**src/rtl/scalar_issue_ctl_pkg.sv**
```systemverilog
// scalar_issue_ctl_pkg: opcode classes, result-mux unit encoding and default
// functional-unit latencies shared by the scalar issue and write-back logic.
package scalar_issue_ctl_pkg;

  typedef enum logic [1:0] {
    UNIT_ADD = 2'd0,
    UNIT_LOG = 2'd1,
    UNIT_SHF = 2'd2,
    UNIT_POP = 2'd3
  } unit_t;

  localparam logic [6:0] OP_ADD_LO = 7'o060;
  localparam logic [6:0] OP_ADD_HI = 7'o061;
  localparam logic [6:0] OP_LOG_LO = 7'o044;
  localparam logic [6:0] OP_LOG_HI = 7'o051;
  localparam logic [6:0] OP_SHF_LO = 7'o052;
  localparam logic [6:0] OP_SHF_HI = 7'o057;
  localparam logic [6:0] OP_POP_LO = 7'o026;
  localparam logic [6:0] OP_POP_HI = 7'o027;

  localparam int DEF_ADD_LAT = 3;
  localparam int DEF_LOG_LAT = 1;
  localparam int DEF_SHF_LAT = 2;
  localparam int DEF_POP_LAT = 4;
  localparam int DEF_MAX_LAT = 4;

  typedef struct packed {
    logic       vld;
    logic [2:0] addr;
    unit_t      unit;
  } resv_t;

  typedef struct packed {
    logic  handled;
    unit_t unit;
  } dec_t;

  function automatic dec_t decode(input logic [6:0] op);
    return (op >= OP_ADD_LO && op <= OP_ADD_HI) ? dec_t'{handled: 1'b1, unit: UNIT_ADD} :
           (op >= OP_LOG_LO && op <= OP_LOG_HI) ? dec_t'{handled: 1'b1, unit: UNIT_LOG} :
           (op >= OP_SHF_LO && op <= OP_SHF_HI) ? dec_t'{handled: 1'b1, unit: UNIT_SHF} :
           (op >= OP_POP_LO && op <= OP_POP_HI) ? dec_t'{handled: 1'b1, unit: UNIT_POP} :
                                                  dec_t'{handled: 1'b0, unit: UNIT_ADD};
  endfunction

endpackage

```
**src/rtl/scalar_issue_ctl_if.sv**
```systemverilog
// scalar_issue_ctl_if: instruction-issue and write-back signals of the scalar issue controller.
interface scalar_issue_ctl_if;
  logic       i_valid;
  logic [6:0] i_instr;
  logic [2:0] i_i;
  logic [2:0] i_j;
  logic [2:0] i_k;
  logic       i_flush;
  logic       o_ready;
  logic       o_add_go;
  logic       o_log_go;
  logic       o_shf_go;
  logic       o_pop_go;
  logic       o_unhandled;
  logic       o_wb_valid;
  logic [2:0] o_wb_addr;
  logic [1:0] o_wb_unit;
  logic [7:0] o_busy;

  modport master (
    output i_valid, i_instr, i_i, i_j, i_k, i_flush,
    input  o_ready, o_add_go, o_log_go, o_shf_go, o_pop_go, o_unhandled,
    input  o_wb_valid, o_wb_addr, o_wb_unit, o_busy
  );

  modport slave (
    input  i_valid, i_instr, i_i, i_j, i_k, i_flush,
    output o_ready, o_add_go, o_log_go, o_shf_go, o_pop_go, o_unhandled,
    output o_wb_valid, o_wb_addr, o_wb_unit, o_busy
  );
endinterface

```
**src/rtl/scalar_resv_pipe.sv**
```systemverilog
// scalar_resv_pipe: result reservation shift register; slot[0] is the write-back
// happening this cycle, slot[n] the one n cycles ahead.
module scalar_resv_pipe
  import scalar_issue_ctl_pkg::*;
#(
  parameter int MAX_LAT = DEF_MAX_LAT,
  parameter int LW      = $clog2(MAX_LAT + 1)
) (
  input  logic          clk,
  input  logic          rst_n,
  input  logic          flush,
  input  logic          accept,
  input  logic [LW-1:0] lat,
  input  resv_t         entry,
  output logic          conflict,
  output resv_t         head,
  output logic [7:0]    busy
);

  resv_t slot [MAX_LAT+1];

  // slot[lat] is sampled before the shift: it lands in slot[0] exactly lat cycles out
  assign conflict = slot[lat].vld;
  assign head     = slot[0];

  always_ff @(posedge clk or negedge rst_n)
    if (!rst_n)
      for (int n = 0; n <= MAX_LAT; n++) slot[n] <= '0;
    else if (flush)
      for (int n = 0; n <= MAX_LAT; n++) slot[n] <= '0;
    else begin
      for (int n = 0; n < MAX_LAT; n++)
        slot[n] <= (accept && n == int'(lat) - 1) ? entry : slot[n+1];
      slot[MAX_LAT] <= '0;
    end

  always_comb begin
    busy = '0;
    for (int n = 0; n <= MAX_LAT; n++)
      if (slot[n].vld) busy[slot[n].addr] = 1'b1;
  end

endmodule

```
**src/rtl/scalar_issue_ctl.sv**
```systemverilog
// scalar_issue_ctl: issues scalar add/logical/shift/pop instructions after S-register
// hazard and result-path checks, then steers write-back when each result is valid.
module scalar_issue_ctl
  import scalar_issue_ctl_pkg::*;
#(
  parameter int ADD_LAT = DEF_ADD_LAT,
  parameter int LOG_LAT = DEF_LOG_LAT,
  parameter int SHF_LAT = DEF_SHF_LAT,
  parameter int POP_LAT = DEF_POP_LAT,
  parameter int MAX_LAT = DEF_MAX_LAT
) (
  input logic               clk,
  input logic               rst_n,
  scalar_issue_ctl_if.slave bus
);

  localparam int LW = $clog2(MAX_LAT + 1);

  dec_t          dec;
  logic [LW-1:0] lat;
  logic          conflict;
  logic          hazard;
  logic          accept;
  resv_t         entry;
  resv_t         head;
  logic [7:0]    busy;

  always_comb begin
    dec    = decode(bus.i_instr);
    lat    = dec.unit == UNIT_ADD ? LW'(ADD_LAT) :
             dec.unit == UNIT_LOG ? LW'(LOG_LAT) :
             dec.unit == UNIT_SHF ? LW'(SHF_LAT) : LW'(POP_LAT);
    hazard = busy[bus.i_i] | busy[bus.i_j] | busy[bus.i_k] | conflict | bus.i_flush;
    accept = bus.i_valid && dec.handled && !hazard;
    entry  = '{vld: 1'b1, addr: bus.i_i, unit: dec.unit};
  end

  assign bus.o_ready     = !dec.handled || !hazard;
  assign bus.o_add_go    = accept && dec.unit == UNIT_ADD;
  assign bus.o_log_go    = accept && dec.unit == UNIT_LOG;
  assign bus.o_shf_go    = accept && dec.unit == UNIT_SHF;
  assign bus.o_pop_go    = accept && dec.unit == UNIT_POP;
  assign bus.o_unhandled = bus.i_valid && !dec.handled;
  assign bus.o_wb_valid  = head.vld;
  assign bus.o_wb_addr   = head.addr;
  assign bus.o_wb_unit   = head.unit;
  assign bus.o_busy      = busy;

  scalar_resv_pipe #(.MAX_LAT(MAX_LAT), .LW(LW)) u_pipe (
    .clk      (clk),
    .rst_n    (rst_n),
    .flush    (bus.i_flush),
    .accept   (accept),
    .lat      (lat),
    .entry    (entry),
    .conflict (conflict),
    .head     (head),
    .busy     (busy)
  );

endmodule

```
**src/flat_wrapper.sv**
```systemverilog
// flat-port wrapper written by rule: the top's interface ports become plain ports
module scalar_issue_ctl_flat import scalar_issue_ctl_pkg::*;
#(
  parameter int ADD_LAT = DEF_ADD_LAT,
  parameter int LOG_LAT = DEF_LOG_LAT,
  parameter int SHF_LAT = DEF_SHF_LAT,
  parameter int POP_LAT = DEF_POP_LAT,
  parameter int MAX_LAT = DEF_MAX_LAT
)
  (clk, rst_n, bus_i_valid, bus_i_instr, bus_i_i, bus_i_j, bus_i_k, bus_i_flush, bus_o_ready, bus_o_add_go, bus_o_log_go, bus_o_shf_go, bus_o_pop_go, bus_o_unhandled, bus_o_wb_valid, bus_o_wb_addr, bus_o_wb_unit, bus_o_busy);
  scalar_issue_ctl_if bus_i ();
  input logic clk;
  input logic rst_n;
  input wire logic [$bits(bus_i.i_valid)-1:0] bus_i_valid;
  input wire logic [$bits(bus_i.i_instr)-1:0] bus_i_instr;
  input wire logic [$bits(bus_i.i_i)-1:0] bus_i_i;
  input wire logic [$bits(bus_i.i_j)-1:0] bus_i_j;
  input wire logic [$bits(bus_i.i_k)-1:0] bus_i_k;
  input wire logic [$bits(bus_i.i_flush)-1:0] bus_i_flush;
  output wire logic [$bits(bus_i.o_ready)-1:0] bus_o_ready;
  output wire logic [$bits(bus_i.o_add_go)-1:0] bus_o_add_go;
  output wire logic [$bits(bus_i.o_log_go)-1:0] bus_o_log_go;
  output wire logic [$bits(bus_i.o_shf_go)-1:0] bus_o_shf_go;
  output wire logic [$bits(bus_i.o_pop_go)-1:0] bus_o_pop_go;
  output wire logic [$bits(bus_i.o_unhandled)-1:0] bus_o_unhandled;
  output wire logic [$bits(bus_i.o_wb_valid)-1:0] bus_o_wb_valid;
  output wire logic [$bits(bus_i.o_wb_addr)-1:0] bus_o_wb_addr;
  output wire logic [$bits(bus_i.o_wb_unit)-1:0] bus_o_wb_unit;
  output wire logic [$bits(bus_i.o_busy)-1:0] bus_o_busy;
  assign bus_i.i_valid = bus_i_valid;
  assign bus_i.i_instr = bus_i_instr;
  assign bus_i.i_i = bus_i_i;
  assign bus_i.i_j = bus_i_j;
  assign bus_i.i_k = bus_i_k;
  assign bus_i.i_flush = bus_i_flush;
  assign bus_o_ready = bus_i.o_ready;
  assign bus_o_add_go = bus_i.o_add_go;
  assign bus_o_log_go = bus_i.o_log_go;
  assign bus_o_shf_go = bus_i.o_shf_go;
  assign bus_o_pop_go = bus_i.o_pop_go;
  assign bus_o_unhandled = bus_i.o_unhandled;
  assign bus_o_wb_valid = bus_i.o_wb_valid;
  assign bus_o_wb_addr = bus_i.o_wb_addr;
  assign bus_o_wb_unit = bus_i.o_wb_unit;
  assign bus_o_busy = bus_i.o_busy;
  scalar_issue_ctl #(.ADD_LAT(ADD_LAT), .LOG_LAT(LOG_LAT), .SHF_LAT(SHF_LAT), .POP_LAT(POP_LAT), .MAX_LAT(MAX_LAT)) u_core (.clk(clk), .rst_n(rst_n), .bus(bus_i));
endmodule
```
**config.mk**
```make
export PLATFORM = sky130hd
export DESIGN_NAME = scalar_issue_ctl_flat
export DESIGN_NICKNAME = d
export VERILOG_FILES = /design/src/rtl/scalar_issue_ctl_pkg.sv /design/src/rtl/scalar_issue_ctl_if.sv /design/src/rtl/scalar_resv_pipe.sv /design/src/rtl/scalar_issue_ctl.sv /design/src/flat_wrapper.sv
export SDC_FILE = /design/constraint.sdc
export NUM_CORES = 1
export LEC_CHECK = 0
export ABC_CLOCK_PERIOD_IN_PS = 5820
export CAP_MARGIN = 20
export CORE_ASPECT_RATIO = 2
export CORE_UTILIZATION = 30
export DETAILED_ROUTE_END_ITERATION = 8
export GPL_TIMING_DRIVEN = 0
export PLACE_DENSITY = 0.5
export REMOVE_ABC_BUFFERS = 1
export SYNTH_ARGS = -nofsm -noshare
export SYNTH_HDL_FRONTEND = slang
export SYNTH_SLANG_ARGS = --single-unit
```
**constraint.sdc**
```tcl
create_clock -name clk -period 5.82 [get_ports clk]
set_input_delay 0.873 -clock clk [delete_from_list [all_inputs] [get_ports clk]]
set_output_delay 0.873 -clock clk [all_outputs]
set_load 0.01 [all_outputs]
```
## After elaboration in Yosys (flattened, before gate mapping)

Index checks and enable logic that the tools add are counted.

| word-level totals | value |
|---|---|
| flip-flop bits (word level) | 30 |
| output and inout bits | 20 |
| bits of input ports | 20 |
| logic and storage cells | 114 |

| operators by class | value |
|---|---|
| reduce and logical (&&, ||, !) cells | 25 |
| bitwise gates (word level) | 9 |
| magnitude comparators | 22 |
| add/subtract/negate cells | 1 |
| muxes and demuxes | 36 |
| equal/unequal tests | 6 |

Operators with widths:

| operator | count |
|---|---|
| $mux W8 | 5 |
| $mux W6 | 6 |
| $logic_not A32 Y1 | 1 |
| $lt A3 B4 Y1 const B | 8 |
| $or A8 B8 Y8 | 4 |
| $mux W30 | 1 |
| $ge A7 B6 Y1 const B | 3 |
| $le A7 B6 Y1 const B | 3 |
| $mux W3 | 7 |
| $logic_and A1 B1 Y1 | 20 |
| $bmux W6 S3 | 1 |
| $demux W1 S3 | 5 |
| $ge A3 B1 Y1 const B | 5 |
| $bmux W1 S3 | 3 |
| $eq A3 B4 Y1 const A | 2 |
| $mux W1 | 8 |
| $ge A7 B5 Y1 const B | 1 |
| $le A7 B5 Y1 const B | 1 |
| $eq A2 B2 Y1 const B | 2 |
| $eq A2 B4 Y1 const A | 1 |
| $ge A4 B4 Y1 const B | 1 |
| $not A3 Y4 | 1 |
| $or A1 B1 Y1 | 4 |
| $sub A3 B1 Y4 const B | 1 |
| other kinds (4) | 5 |

## Longest topological paths before layout

Gate-level depths: netlist of the first run.

| logic depth | value |
|---|---|
| depth in word-level cells | 24 |
| gate-level depth with buffers | 10 |
| gate-level depth less buffers | 7 |

## Hierarchy

A second synthesis of the first run with hierarchy kept.

| unflattened totals | value |
|---|---|
| cell total of the unflattened synthesis | 175 |
| area total of the unflattened synthesis | 1,740.4 sq um |

Modules (own cells, without submodules):

| module | area an instance (sq um) | cells an instance | seq. area each (sq um) | times used |
|---|---|---|---|---|
| scalar_resv_pipe | 1,328.8 | 126 | 600.6 | 1 |
| scalar_issue_ctl | 411.6 | 49 | 0.0 | 1 |

## Worst setup path before layout of the first run

No wires, ideal clock.

| timing | value |
|---|---|
| path type | input to output |
| from | input port bus_i_instr[3] |
| to | output port bus_o_add_go |
| stages on the path | 6 |
| required time | 4.947 ns |
| setup slack | 2.502 ns |
| buffers on the path | 0 |
| arrival time | 2.445 ns |
| cells stage by stage | nor4bb_1 > o21ai_0 > a21oi_1 > nand2_1 > nor4b_1 > and4b_1 |

| between the ends | value |
|---|---|
| word-level cells in the longest chain between the ends | 19 |
| elaborated cells between the ends (all ways) | 32 |
| those cells by class | 8 x order compare; 2 x eq/ne; 10 x mux; 3 x bitwise; 9 x reduce/logical |

Ends and longest elaborated chain:

| element | line | text |
|---|---|---|
| start, declared | flat_wrapper.sv:15 | `input wire logic [$bits(bus_i.i_instr)-1:0] bus_i_instr;` |
| $ge A7 B5 Y1 / $le A7 B5 Y1 (equally long branches) | scalar_issue_ctl_pkg.sv:42 | `(op >= OP_POP_LO && op <= OP_POP_HI) ? dec_t'{handled: 1'b1, unit: UNIT_POP} :` |
| $logic_and A1 B1 Y1 | scalar_issue_ctl_pkg.sv:42 |  |
| $mux W3 | scalar_issue_ctl_pkg.sv:42 |  |
| $mux W3 | scalar_issue_ctl_pkg.sv:41 | `(op >= OP_SHF_LO && op <= OP_SHF_HI) ? dec_t'{handled: 1'b1, unit: UNIT_SHF} :` |
| $mux W3 | scalar_issue_ctl_pkg.sv:40 | `(op >= OP_LOG_LO && op <= OP_LOG_HI) ? dec_t'{handled: 1'b1, unit: UNIT_LOG} :` |
| $mux W3 (*) | scalar_issue_ctl_pkg.sv:39 | `return (op >= OP_ADD_LO && op <= OP_ADD_HI) ? dec_t'{handled: 1'b1, unit: UNIT_ADD} :` |
| $eq A2 B2 Y1 | scalar_issue_ctl.sv:32 | `dec.unit == UNIT_SHF ? LW'(SHF_LAT) : LW'(POP_LAT);` |
| $mux W3 | scalar_issue_ctl.sv:32 |  |
| $mux W3 | scalar_issue_ctl.sv:31 | `dec.unit == UNIT_LOG ? LW'(LOG_LAT) :` |
| $mux W3 | scalar_issue_ctl.sv:30 | `lat = dec.unit == UNIT_ADD ? LW'(ADD_LAT) :` |
| $not A3 Y4 (implied by the code) | scalar_resv_pipe.sv:23 | `assign conflict = slot[lat].vld;` |
| $bmux W6 S3 | scalar_resv_pipe.sv:23 |  |
| $mux W6 (implied by the code) (2 in a row) | scalar_resv_pipe.sv:23 |  |
| $or A1 B1 Y1 (2 in a row) | scalar_issue_ctl.sv:33 | `hazard = busy[bus.i_i] \| busy[bus.i_j] \| busy[bus.i_k] \| conflict \| bus.i_flush;` |
| $logic_not A1 Y1 | scalar_issue_ctl.sv:34 | `accept = bus.i_valid && dec.handled && !hazard;` |
| $logic_and A1 B1 Y1 | scalar_issue_ctl.sv:34 |  |
| $logic_and A1 B1 Y1 (*) | scalar_issue_ctl.sv:39 | `assign bus.o_add_go = accept && dec.unit == UNIT_ADD;` |
| end, declared | flat_wrapper.sv:21 | `output wire logic [$bits(bus_i.o_add_go)-1:0] bus_o_add_go;` |

Every way passes the cells marked *; elsewhere a longest branch is shown, timed or not. The select of a mux whose other input is x is not followed.

## Worst setup path in the final report of the first run

| timing | value |
|---|---|
| from | input port bus_i_instr[4] |
| to | output port bus_o_add_go |

Same word-level chain as after synthesis.

==> results by stage, run 1 <==
Clock tree:
- The H-tree depth is 1.
- In this run the clock root is driven by a sky130_fd_sc_hd__clkbuf_16.
- The buffer count from post-CTS setup fixing is 0.
- Clock-pin slew was measured on the worst setup and hold paths at 0.06 ns.
- Clock tree synthesis inserted a total of 3 buffers.
- The number of sinks driven by the clock tree is 24.
- TritonCTS built the clock tree.
- The number of gates given a new drive strength after cts is 0.
- No sink is reached through more buffers than the 2 on the longest clock path.
- Hold repair after CTS inserted 0 buffers.
- The insertion delay of the later-clocked pin in the worst-skew pair is 0.26 ns.

Die:
- The number of top-level pins is 40.
- The total area inside the core boundary comes to 5810 um^2.
- The die footprint is 6440 um^2.
- The chip width is roughly 57 um.
- The die is 113 um tall.
- The effective utilization at floorplan is 31.5%.
- The initialized floorplan defines 39 standard-cell rows.

Routing:
- The detailed router placed 1707 vias in this run.
- The detailed-route wire length per cell is 17.5 um.
- The DRC marker count from the first detailed-route iteration is 86.
- The final wirelength is 5.30 mm.
- The DRC violations left is 3.
- The first detailed-routing pass took 6 iterations.
- Dividing the detail-routed via count by the number of cells gives 5.65.
- The number of nets still failing antenna checks after routing is 0.

Critical path:
- The critical path is of the primary input to primary output type.
- The number of cells on the worst reg-to-reg path is 7.
- STA puts the critical path data arrival time at 3.96 ns.
- The required time of the worst setup path is 4.95 ns.
- The worst setup path is captured at a primary output.
- The register-to-register setup slack is about 2.8 ns.
- The endpoint identified for the worst register-to-register timing path is u_core.u_pipe.head[4].
- The startpoint identified for the worst register-to-register timing path is u_core.u_pipe.slot[23].
- The most critical setup path has its endpoint at bus_o_add_go.
- The category of the worst setup path launch point is a primary input.
- Tracing the worst setup path back leads to its startpoint at bus_i_instr[4].
- The highest fanout seen on the critical path is 6.

Place:
- In this run the tool buffered the top-level ports with 38 buffer cells.
- The congestion estimate from routability-driven global placement came to roughly 0.83.
- The total placed instance area is 2220 um^2.
- The estimated wirelength of the detail-placed design is 4.22 mm.

STA:
- Setup violations remaining at the end of the flow were counted as 0.
- On the final layout, the worst clock skew is 0.00599 ns.
- The transition time at the pin with the least slew margin is 0.828 ns.
- The worst path uses 83.1% of the clock period.
- Headroom to the max-slew limit came out at 44.0%.
- The hold slack is 0.469 ns.
- The clock period could shrink to between 4 and 5 ns.
- The hold violation count in the final report is 0.
- Setup total negative slack on the finished layout was measured at 0 ns.
- Setup repair after global routing left no endpoint under its margin.
- Derived from the worst setup path, the maximum achievable clock frequency is 207 MHz.
- The max-slew violation count is 0.

Synth:
- The number of synthesized register bits is 24.
- For this run, asynchronously set or reset flops after synthesis account for 100%.
- After synthesis, the cell types taking the most area are sky130_fd_sc_hd__dfrtp_1, sky130_fd_sc_hd__mux2i_1, sky130_fd_sc_hd__nand2_1.
- The largest total area in the synthesized netlist belongs to sky130_fd_sc_hd__dfrtp_1.
- In this run the biggest area consumer among cell types represents between 30% and 40% of the synthesized area.
- The most used standard cell by instance count after synthesis is sky130_fd_sc_hd__nand2_1.
- The most used flip-flop cell after synthesis is sky130_fd_sc_hd__dfrtp_1.
- Counting flops with a built-in enable in the synthesized netlist gives 0.
- Sorting the synthesized cells by how often they occur yields sky130_fd_sc_hd__nand2_1, sky130_fd_sc_hd__dfrtp_1, sky130_fd_sc_hd__inv_1, sky130_fd_sc_hd__mux2i_1, sky130_fd_sc_hd__nor2_1.
- The sequential share of the synthesized area is between 30% and 40%.
- The number of unique standard cell types used by synthesis is 49.
- The count of yosys warnings during synthesis is 0.
- Counting every instance in the synthesized netlist gives 208.
- In this run the mean area of a mapped cell was 8.81 um^2.
- The mapped netlist covers 1830 um^2.

Flow run:
- Across the run, the number of max-cap violations was 0.

Cells and area:
- The repair_antennas step left the layout with diodes totalling 0.
- The relative area change from synthesis to final layout is 28.7%.
- The number of fill cells in the layout is 621.
- The final net count is 262.
- The final instance area is 2360 um^2.
- The fraction of final layout cells sized beyond drive strength 1 is 7.88%.

Pwr:
- The leakage power figure is 1.02 nW.
- In this run the power density over the cells is roughly 180 nW/um^2.
- Across the VDD grid, the largest voltage drop is between 0.00015 and 0.0002 V.

Global routing:
- The first global-routing pass estimated 8.76 mm of wire.
- The largest net degree at the start of global routing is 25.
- Across every metal layer, demand over resource in global routing totals 17.7%.
- The number of global-route vias before repair is about 1700.
- The remaining global-route overflow is 0.
- The number of antenna violations at the first check in global routing is 0.

Hold path:
- The worst hold-check path type is flip-flop to flip-flop.

Run status:
- The run finished, with violations left.
- The checks that failed: DRC.
-- layout make-up --
cell class / instances / area (um^2) / area share (%)
Multi-Input combinational cell: 150 / 1070 / 45.5
Tap cell: 61 / 76.3 / 3.24
Timing Repair Buffer: 40 / 415 / 17.6
Clock inverter: 1 / 30.0 / 1.27
Sequential cell: 24 / 601 / 25.5
Inverter: 23 / 86.3 / 3.66
Clock buffer: 3 / 75.1 / 3.18
-- cells in the final DEF (no fill, tap or decap), types with 2 or more instances in the layout --
cell type	Yosys	final
sky130_fd_sc_hd__a21oi_1	6	6
sky130_fd_sc_hd__and3_1	4	4
sky130_fd_sc_hd__and4b_1	3	3
sky130_fd_sc_hd__clkbuf_16	0	3
sky130_fd_sc_hd__clkdlybuf4s50_1	0	38
sky130_fd_sc_hd__dfrtp_1	24	24
sky130_fd_sc_hd__inv_1	23	23
sky130_fd_sc_hd__mux2i_1	11	11
sky130_fd_sc_hd__nand2_1	26	26
sky130_fd_sc_hd__nand2b_1	4	4
sky130_fd_sc_hd__nand3_1	7	7
sky130_fd_sc_hd__nand4_1	4	4
sky130_fd_sc_hd__nand4_4	2	2
sky130_fd_sc_hd__nand4b_1	4	4
sky130_fd_sc_hd__nor2_1	11	11
sky130_fd_sc_hd__nor2b_1	4	4
sky130_fd_sc_hd__nor3_1	4	4
sky130_fd_sc_hd__nor3b_1	2	2
sky130_fd_sc_hd__nor4b_1	6	6
sky130_fd_sc_hd__nor4bb_1	9	8
sky130_fd_sc_hd__o2111ai_1	3	3
sky130_fd_sc_hd__o21a_1	2	2
sky130_fd_sc_hd__o21ai_0	7	7
sky130_fd_sc_hd__o32a_1	3	3
sky130_fd_sc_hd__o32ai_1	4	4
sky130_fd_sc_hd__or2_2	3	3
sky130_fd_sc_hd__or4_4	2	2
-- flip-flops by register name (all words and copies together), names as in the netlist --
name	flops
u_core.u_pipe.head	6
u_core.u_pipe.slot	18
-- report_power, final --
part / switching, W / internal (W) / total [W]
registers: 0.000000995 / 0.000167 / 0.000168
clock network: 0.0000570 / 0.000137 / 0.000194
logic: 0.0000330 / 0.0000290 / 0.0000621
-- critical path, cell delays in order --
cell                              delay (ns)
sky130_fd_sc_hd__clkdlybuf4s50_1        0.55
sky130_fd_sc_hd__nor4bb_1               0.36
sky130_fd_sc_hd__o21ai_0                0.16
sky130_fd_sc_hd__a21oi_1                0.36
sky130_fd_sc_hd__nand2_1                0.10
sky130_fd_sc_hd__nor4b_1                0.73
sky130_fd_sc_hd__and4b_1                0.29
sky130_fd_sc_hd__clkdlybuf4s50_1        0.53
-- through the flow --
| stage | total power (W) | utilization [%] | setup slack, ns | std cells |
|---|---|---|---|---|
| floorplan | 0.000200 | - | 2.03 | 197 |
| global placement | 0.000231 | 38.1 | 0.431 | 296 |
| detailed placement | 0.000232 | 38.3 | 0.989 | 297 |
| CTS | 0.000429 | 40.1 | 0.970 | 301 |
| global route | 0.000441 | 40.6 | 0.736 | 302 |
| finish | 0.000424 | 40.6 | 0.983 | 302 |
-- how the worst min path moves through the flow --
stage	startpoint	to	slack, ns	cells past startpoint
after floorplan	u_core.u_pipe.slot[18]	u_core.u_pipe.head[0]	0.44	1
after CTS	u_core.u_pipe.slot[18]	u_core.u_pipe.head[0]	0.48	1
after global placement	u_core.u_pipe.slot[18]	u_core.u_pipe.head[0]	0.46	1
final	u_core.u_pipe.slot[18]	u_core.u_pipe.head[0]	0.47	1
after global routing	u_core.u_pipe.slot[18]	u_core.u_pipe.head[0]	0.49	1
after detailed placement	u_core.u_pipe.slot[18]	u_core.u_pipe.head[0]	0.46	1
-- routing by layer --
layer | vias up | share of wire [%] | GRT usage (%)
met5 | - | 0 | 0
met4 | 0 | 2.9 | 7.15
met3 | 14 | 3.1 | 1.61
met2 | 49 | 57 | 34.3
met1 | 804 | 37 | 18.8
li1 | 840 | - | -
-- logic make-up (layout without fill, tap and decap cells) --
family / count (synthesis) / count (layout) / synth area share [%]
flops: 24 / 24 / 32.8
compound gates: 36 / 36 / 15.7
simple gates: 103 / 103 / 36.5
buf+inv: 34 / 67 / 8.95
mux: 11 / 11 / 6.01
No activity file was read; power rests on OpenSTA's default activity.
==> run 2, diff against run 1 <==
Settings changed: ABC_CLOCK_PERIOD_IN_PS 5820 to 4700.
Clock period 5.82 ns to 4.7 ns, I/O delays scaled along.
==> run 2 against run 1 <==
Compared with the run above:
- the run still ends with DRC left
- sequential cell count stayed put
- total power is 24% higher
- register-to-register slack worse by 1.1 ns
- first-iteration DRC count stayed put
- critical path type unchanged
- largest cell class unchanged
- largest power group unchanged
==> results by stage, run 2 (synthesis gave the netlist of run 1 again) <==
Global routing:
- The remaining global-route overflow is 0 (unchanged).
- The number of antenna violations at the first check in global routing is 0 (unchanged).
- The wire length of the first global-routing pass is 8.76 mm (unchanged).
- The global router's overall resource usage came to 17.7% (unchanged).
- The number of global-route vias before repair is 1735 (unchanged).
- The largest net degree at the start of global routing is 25 (unchanged).

Critical path:
- The kind of critical path is primary input to primary output (unchanged).
- Cells along the critical path: clkdlybuf4s50_1 > inv_1 > o31a_1 > a22oi_1 > a31o_2 > nor3_2 > nand4_1 > inv_1 > clkdlybuf4s50_1 (was clkdlybuf4s50_1 > nor4bb_1 > o21ai_0 > a21oi_1 > nand2_1 > nor4b_1 > and4b_1 > clkdlybuf4s50_1).
- The required time of the worst setup path is 3.99 ns (was 4.95 ns).
- The kind of end point of the critical path is a primary output (unchanged).
- The highest fanout seen on the critical path is 20 (was 6).
- The category of the worst setup path launch point is a primary input (unchanged).
- The critical-path cell with the highest stage delay is sky130_fd_sc_hd__clkdlybuf4s50_1 (was sky130_fd_sc_hd__nor4b_1).
- The critical path's largest stage delay came to 0.54 ns (was 0.73 ns).
- The worst endpoint data arrival time is 3.66 ns (was 3.96 ns).
- The cell depth of the worst flop-to-flop path is 7 (unchanged).

Pwr:
- The fraction of power consumed by the clock network was 45.6% (was 45.7%).
- The net switching power figure came to 0.000113 W (was 0.0000910 W).
- The switching fraction of total power was 21.4% (was 21.5%).
- The power density relative to cell area came to 222 nW/um^2 (was 180 nW/um^2).
- The cell internal power dissipation is 0.000413 W (was 0.000333 W).
- The leakage power figure is 1.02 nW (about the same).
- The peak supply drop is 0.000191 V (was 0.000154 V).
- The part of the power in registers is 39.7% (about the same).
- The combinational cell fraction of total power is 14.7% (was 14.6%).

Cells and area:
- The most common cell after layout, fill and taps aside is sky130_fd_sc_hd__clkdlybuf4s50_1 (unchanged).
- The final net count is 262 (unchanged).
- The largest register by flop count is u_core.u_pipe.slot (unchanged).
- The final instance area is 2360 um^2 (about the same).
- The antenna cell count is 0 (unchanged).
- The flip-flop count of the largest register after layout came to 18 (unchanged).
- The number of fill cells in the layout is 618 (was 621).
- The fraction of final layout cells sized beyond drive strength 1 is 8.30% (was 7.88%).
- The relative area change from synthesis to final layout is 29.0% (was 28.7%).
- Commonest cells after routing, fill and taps aside: sky130_fd_sc_hd__clkdlybuf4s50_1, sky130_fd_sc_hd__nand2_1, sky130_fd_sc_hd__dfrtp_1, sky130_fd_sc_hd__inv_1 (unchanged).

Place:
- The estimated wirelength of the detail-placed design is 4.22 mm (unchanged).
- The total placed instance area is 2220 um^2 (unchanged).
- The global placer's final weighted congestion is 0.834 (unchanged).
- The number of input and output port buffers inserted is 38 (unchanged).

STA:
- The maximum clock rate is between 200 and 250 MHz.
- The max-slew violation count came to 0 (unchanged).
- The smallest clock period supported by the final layout is computed as 4.37 ns.
- The number of setup violations in the final report came to 0 (unchanged).
- The relative max-transition margin is 60.4% (was 44.0%).
- Setup repair after global routing missed its margin: false (unchanged).
- The transition time at the pin with the least slew margin is 0.592 ns (was 0.828 ns).
- The clock skew after layout is 0.00598 ns (was 0.00599 ns).
- The hold violation count in the final report was 0 (unchanged).
- The total negative slack is 0 ns (unchanged).
- The final worst-path cycle share is 92.9%.

Clock tree:
- The total clock buffers created by CTS is 3 (unchanged).
- The H-tree depth was 1 (unchanged).
- The clock transition at the registers of the reported paths was 0.06 ns (about the same).
- The TritonCTS clock tree is done (unchanged).
- The insertion delay of the later-clocked pin in the worst-skew pair is 0.26 ns (about the same).
- The number of buffers between clock root and the deepest sink is 2 (unchanged).
- The number of sinks driven by the clock tree is 24 (unchanged).
- The count of hold buffers inserted by post-cts repair is 0 (unchanged).
- The library cell used as clock root buffer is sky130_fd_sc_hd__clkbuf_16 (unchanged).

Hold path:
- The number of stages on the worst hold path is 1 (unchanged).
- The worst hold-check path type is flip-flop to flip-flop (unchanged).

Routing:
- The DRC marker count from the first detailed-route iteration is 86 (unchanged).
- The detailed-route wire length per cell was 17.6 um (was 17.5 um).
- The first-pass detailed-route iteration total is 6 (unchanged).
- The number of nets still failing antenna checks after routing is 0 (unchanged).
- The DRC violations left is 7 (was 3).
- The via-per-instance ratio is 5.58 (was 5.65).
- The number of vias in the routed layout is 1685 (was 1707).
- The final wirelength is 5.31 mm (was 5.30 mm).

Die:
- The placement row count is 39 (unchanged).
- The effective utilization at floorplan is 31.5% (unchanged).
- The chip width came to 57.3 um (unchanged).
- The number of top-level pins is 40 (unchanged).
- The placeable core region is 5810 um^2 (unchanged).
- The die height was 113 um (unchanged).
- The die footprint is 6440 um^2 (unchanged).

Run status:
- Violated checks: DRC (unchanged).
- Result of the run: finished with violations (unchanged).

Flow run:
- The number of violations of the max-capacitance limit is 0 (unchanged).
[run 2: changes by cell type in the layout (fill, tap and decap cells not counted)]
cell                      before  now
sky130_fd_sc_hd__nor4b_2       0    1
sky130_fd_sc_hd__nor4b_1       6    5
[run 2: stage by stage]
stage	total power, W	hold slack [ns]	util [%]	setup WS, ns	instances
2_1_floorplan	0.000248	0.409	-	1.07	197
3_3_place_gp	0.000286	0.459	38.1	-0.353	296
3_5_place_dp	0.000287	0.461	38.3	0.205	297
4_1_cts	0.000531	0.475	40.1	0.186	301
5_1_grt	0.000547	0.485	40.7	0.131	302
6_report	0.000525	0.469	40.7	0.335	302
[run 2: layout make-up]
type | instances | area, um^2 | area share [%]
well taps | 61 | 76.3 | 3.23
multi-input cells | 150 | 1080 | 45.7
inverters | 23 | 86.3 | 3.65
repair buffers | 40 | 415 | 17.6
clock inverters | 1 | 30.0 | 1.27
clock buffers | 3 | 75.1 | 3.18
flip-flops and latches | 24 | 601 | 25.4
[run 2: path summary, 6_finish.rpt]
check,slack [ns],from,end
worst max-delay path,0.33,bus_i_flush,bus_o_pop_go
worst min-delay path,0.47,u_core.u_pipe.slot[18],u_core.u_pipe.head[0]
worst max register to register,1.70,u_core.u_pipe.slot[23],u_core.u_pipe.head[4]
worst min register to register,0.47,u_core.u_pipe.slot[18],u_core.u_pipe.head[0]
max in group asynchronous,3.61,rst_n,u_core.u_pipe.slot[22]
min in group asynchronous,0.69,rst_n,u_core.u_pipe.head[2]
[run 2: worst max-delay path: cells and delay by family]
kind / cells / cell delay [ns]
buf+inv: 4 / 1.57
simple gates: 2 / 0.79
compound gates: 3 / 0.58
[run 2: routing by layer]
metal / up-vias / wire, um / GRT usage (%)
met5: - / 0 / 0
met4: 0 / 107 / 7.15
met3: 9 / 136 / 1.61
met2: 35 / 3080 / 34.3
met1: 803 / 1980 / 18.8
li1: 838 / - / -
[run 2: timing repair]
item,in CTS,in global routing
endpoints found under the setup margin,0,1
buffers inserted,0,0
hold endpoints to repair,0,0
gates resized for setup,0,1
[run 2: power by group through the flow]
stage / logic (W) / clock network (W) / registers [W]
finish: 0.0000772 / 0.000239 / 0.000209
global placement: 0.0000732 / 0 / 0.000212
CTS: 0.0000749 / 0.000247 / 0.000208
global route: 0.0000851 / 0.000253 / 0.000208
detailed placement: 0.0000744 / 0 / 0.000212
floorplan: 0.0000356 / 0 / 0.000212
==> run 3, diff against run 2 <==
--- a/config.mk
+++ b/config.mk
@@ -10,2 +10,3 @@
 export CORE_ASPECT_RATIO = 2
+export CORE_MARGIN = 3
 export CORE_UTILIZATION = 30
==> constraint.sdc (replaced) <==
create_clock -name clk -period 4.7 [get_ports clk]
set_input_delay 0.94 -clock clk [delete_from_list [all_inputs] [get_ports clk]]
set_output_delay 0.94 -clock clk [all_outputs]
set_load 0.01 [all_outputs]
==> run 3 against run 2 <==
Compared with the run above:
- the run now ends clean
- cell area grew 0.85%
- non-clock buffer count grew 1
- global-route usage decreased by 0.97 points
- sequential share of layout area decreased by 0.21 points
- clock skew shrank 0.0016 ns
- die area up 11%
- register-to-register slack better by 0.13 ns
- first-iteration DRC count fell by 23%
- core utilization increased by 0.34 points
- sequential power hardly changed
==> results by stage, run 3 (synthesis gave the netlist of run 1 again) <==
Die:
- The placement row count is 39 (unchanged).
- The effective utilization at floorplan is 31.5% (unchanged).
- The die height is 117 um (was 113 um).
- The number of top-level pins is 40 (unchanged).
- The die footprint is 7140 um^2 (was 6440 um^2).
- The chip width is 61.3 um (was 57.3 um).
- The placeable core region is 5810 um^2 (unchanged).

STA:
- The maximum clock rate is 222 MHz (was 229 MHz).
- The clock skew after layout was 0.00440 ns (was 0.00598 ns).
- The final worst-path cycle share is 96.0% (was 92.9%).
- The hold violation count in the final report was 0 (unchanged).
- The final critical path time including I/O delays and setup is 4.51 ns (was 4.37 ns).
- The max-slew violation count is 0 (unchanged).
- The relative max-transition margin was 52.5% (was 60.4%).
- The hold slack came to 0.469 ns (about the same).
- The number of setup violations in the final report is 0 (unchanged).
- The transition time at the pin with the least slew margin is 0.711 ns (was 0.592 ns).

Cells and area:
- The final net count came to 263 (was 262).
- The final instance area is 2380 um^2 (was 2360 um^2).
- The flip-flop count of the largest register after layout came to 18 (unchanged).
- The relative area change from synthesis to final layout is 30.1% (was 29.0%).
- The number of fill cells in the layout was 586 (was 618).
- The fraction of final layout cells sized beyond drive strength 1 came to 9.92% (was 8.30%).
- Commonest cells after routing, fill and taps aside: sky130_fd_sc_hd__clkdlybuf4s50_1, sky130_fd_sc_hd__nand2_1, sky130_fd_sc_hd__dfrtp_1, sky130_fd_sc_hd__inv_1 (unchanged).
- The utilization after layout is 41.0% (was 40.7%).
- The largest register by flop count is u_core.u_pipe.slot (unchanged).
- The most common cell after layout, fill and taps aside is sky130_fd_sc_hd__clkdlybuf4s50_1 (unchanged).
- The antenna cell count is 0 (unchanged).

Routing:
- The via-per-instance ratio is 5.59 (was 5.58).
- The DRC violations left is 0 (was 7).
- The detailed-route wire length per cell is 18.4 um (was 17.6 um).
- The number of vias in the routed layout is 1694 (was 1685).
- The number of nets still failing antenna checks after routing is 0 (unchanged).
- The final wirelength is 5.58 mm (was 5.31 mm).
- The DRC marker count from the first detailed-route iteration is 66 (was 86).
- The first-pass detailed-route iteration total was 6 (unchanged).

Place:
- The total placed instance area is 2220 um^2 (unchanged).
- The global placer's final weighted congestion was 0.922 (was 0.834).
- The estimated wirelength of the detail-placed design came to 4.36 mm (was 4.22 mm).
- The number of input and output port buffers inserted is 38 (unchanged).

Flow run:
- The number of violations of the max-capacitance limit is 0 (unchanged).

Critical path:
- The highest fanout seen on the critical path is 6 (was 20).
- The kind of end point of the critical path is a primary output (unchanged).
- The required time of the worst setup path is 3.76 ns (was 3.99 ns).
- The category of the worst setup path launch point is a primary input (unchanged).
- In this design, the critical path's most frequently occurring cell is sky130_fd_sc_hd__clkdlybuf4s50_1.
- The worst endpoint data arrival time came to 3.57 ns (was 3.66 ns).
- The critical-path cell with the highest stage delay is sky130_fd_sc_hd__clkdlybuf4s50_1 (unchanged).
- The kind of critical path is primary input to primary output (unchanged).
- The critical path's largest stage delay is 0.57 ns (was 0.54 ns).
- Cells along the critical path: clkdlybuf4s50_1 > nor4bb_2 > o21ai_0 > a21oi_2 > nand2_1 > nor4b_4 > and4b_1 > clkdlybuf4s50_1 (was clkdlybuf4s50_1 > inv_1 > o31a_1 > a22oi_1 > a31o_2 > nor3_2 > nand4_1 > inv_1 > clkdlybuf4s50_1).

Pwr:
- The part of the power in registers was 42.7% (was 39.7%).
- The net switching power figure is 0.000114 W (was 0.000113 W).
- The leakage power figure is 1.02 nW (about the same).
- The peak supply drop is 0.000189 V (was 0.000191 V).
- The fraction of power consumed by the clock network came to 40.9% (was 45.6%).
- The combinational cell fraction of total power is 16.4% (was 14.7%).
- The power density relative to cell area is 205 nW/um^2 (was 222 nW/um^2).
- The switching fraction of total power is 23.3% (was 21.4%).
- The cell internal power dissipation is 0.000374 W (was 0.000413 W).

Global routing:
- The number of global-route vias before repair is 1751 (was 1735).
- The remaining global-route overflow is 0 (unchanged).
- The largest net degree at the start of global routing is 25 (unchanged).
- The wire length of the first global-routing pass is 8.87 mm (was 8.76 mm).
- The global router's overall resource usage was 16.8% (was 17.7%).
- The number of antenna violations at the first check in global routing was 0 (unchanged).

Clock tree:
- The count of hold buffers inserted by post-cts repair is 0 (unchanged).
- The number of sinks driven by the clock tree is 24 (unchanged).
- The clock transition at the registers of the reported paths is 0.06 ns (about the same).
- The H-tree depth came to 1 (unchanged).
- The library cell used as clock root buffer is sky130_fd_sc_hd__clkbuf_16 (unchanged).
- The TritonCTS clock tree was done (unchanged).
- The total clock buffers created by CTS was 3 (unchanged).
- The insertion delay of the later-clocked pin in the worst-skew pair is 0.26 ns (about the same).
- The number of buffers between clock root and the deepest sink was 2 (unchanged).

Run status:
- Result of the run: complete, no violations (was finished with violations).

Hold path:
- The worst hold-check path type is flip-flop to flip-flop (unchanged).
-- run 3: cell type report --
cell class                      instances  area (um^2)  share of cell area, %
Sequential cell                        24          601                   25.2
Tap cell                               61         76.3                   3.20
Timing Repair Buffer                   41          423                   17.7
Multi-Input combinational cell        150         1100                   46.4
Clock buffer                            4         88.8                   3.73
Inverter                               23         90.1                   3.78
-- run 3: worst paths after layout --
kind / start / depth (start not counted) / endpoint / slack (ns)
min: u_core.u_pipe.slot[18] / 1 / u_core.u_pipe.head[0] / 0.47
min in group asynchronous: rst_n / 1 / u_core.u_pipe.head[4] / 0.93
max reg2reg: u_core.u_pipe.slot[17] / 7 / u_core.u_pipe.head[0] / 1.83
max in group asynchronous: rst_n / 2 / u_core.u_pipe.slot[6] / 3.39
max: bus_i_instr[4] / 8 / bus_o_add_go / 0.19
min reg2reg: u_core.u_pipe.slot[18] / 1 / u_core.u_pipe.head[0] / 0.47
-- run 3: what timing repair did --
item | in CTS | in global routing
cloned | 0 | 0
pin swaps | 1 | 0
endpoints found under the setup margin | 3 | 3
setup buffers | 1 | 0
gates resized for setup | 3 | 3
-- run 3: critical path, delay by kind of cell --
kind / cells / cell delay [ns]
AOI/OAI and AO/OA: 2 / 0.43
buffers and inverters: 2 / 1.11
and+or+nand+nor: 4 / 1.09
-- run 3: per-layer routing --
layer	up-vias	global-route usage, %	part of all wire [%]
met5	-	0	0
met4	0	6.22	2.2
met3	6	0.996	2.2
met2	30	31.2	58
met1	822	19.0	38
li1	836	-	-
-- run 3: through the flow --
stage / instances / power, W / worst slack, ns / TNS [ns]
floorplan: 197 / 0.000248 / 0.838 / 0
global placement: 296 / 0.000286 / -0.846 / -2.75
detailed placement: 297 / 0.000287 / -0.292 / -0.513
CTS: 302 / 0.000491 / 0.0684 / 0
global route: 303 / 0.000511 / -0.00894 / -0.00894
finish: 303 / 0.000488 / 0.189 / 0
-- run 3: power by group through the flow --
| stage | Sequential (W) | Clock, W | Combinational (W) |
|---|---|---|---|
| after detailed placement | 0.000212 | 0 | 0.0000751 |
| after global placement | 0.000212 | 0 | 0.0000735 |
| final | 0.000209 | 0.000200 | 0.0000800 |
| after CTS | 0.000208 | 0.000206 | 0.0000765 |
| after floorplan | 0.000212 | 0 | 0.0000356 |
| after global routing | 0.000208 | 0.000215 | 0.0000875 |
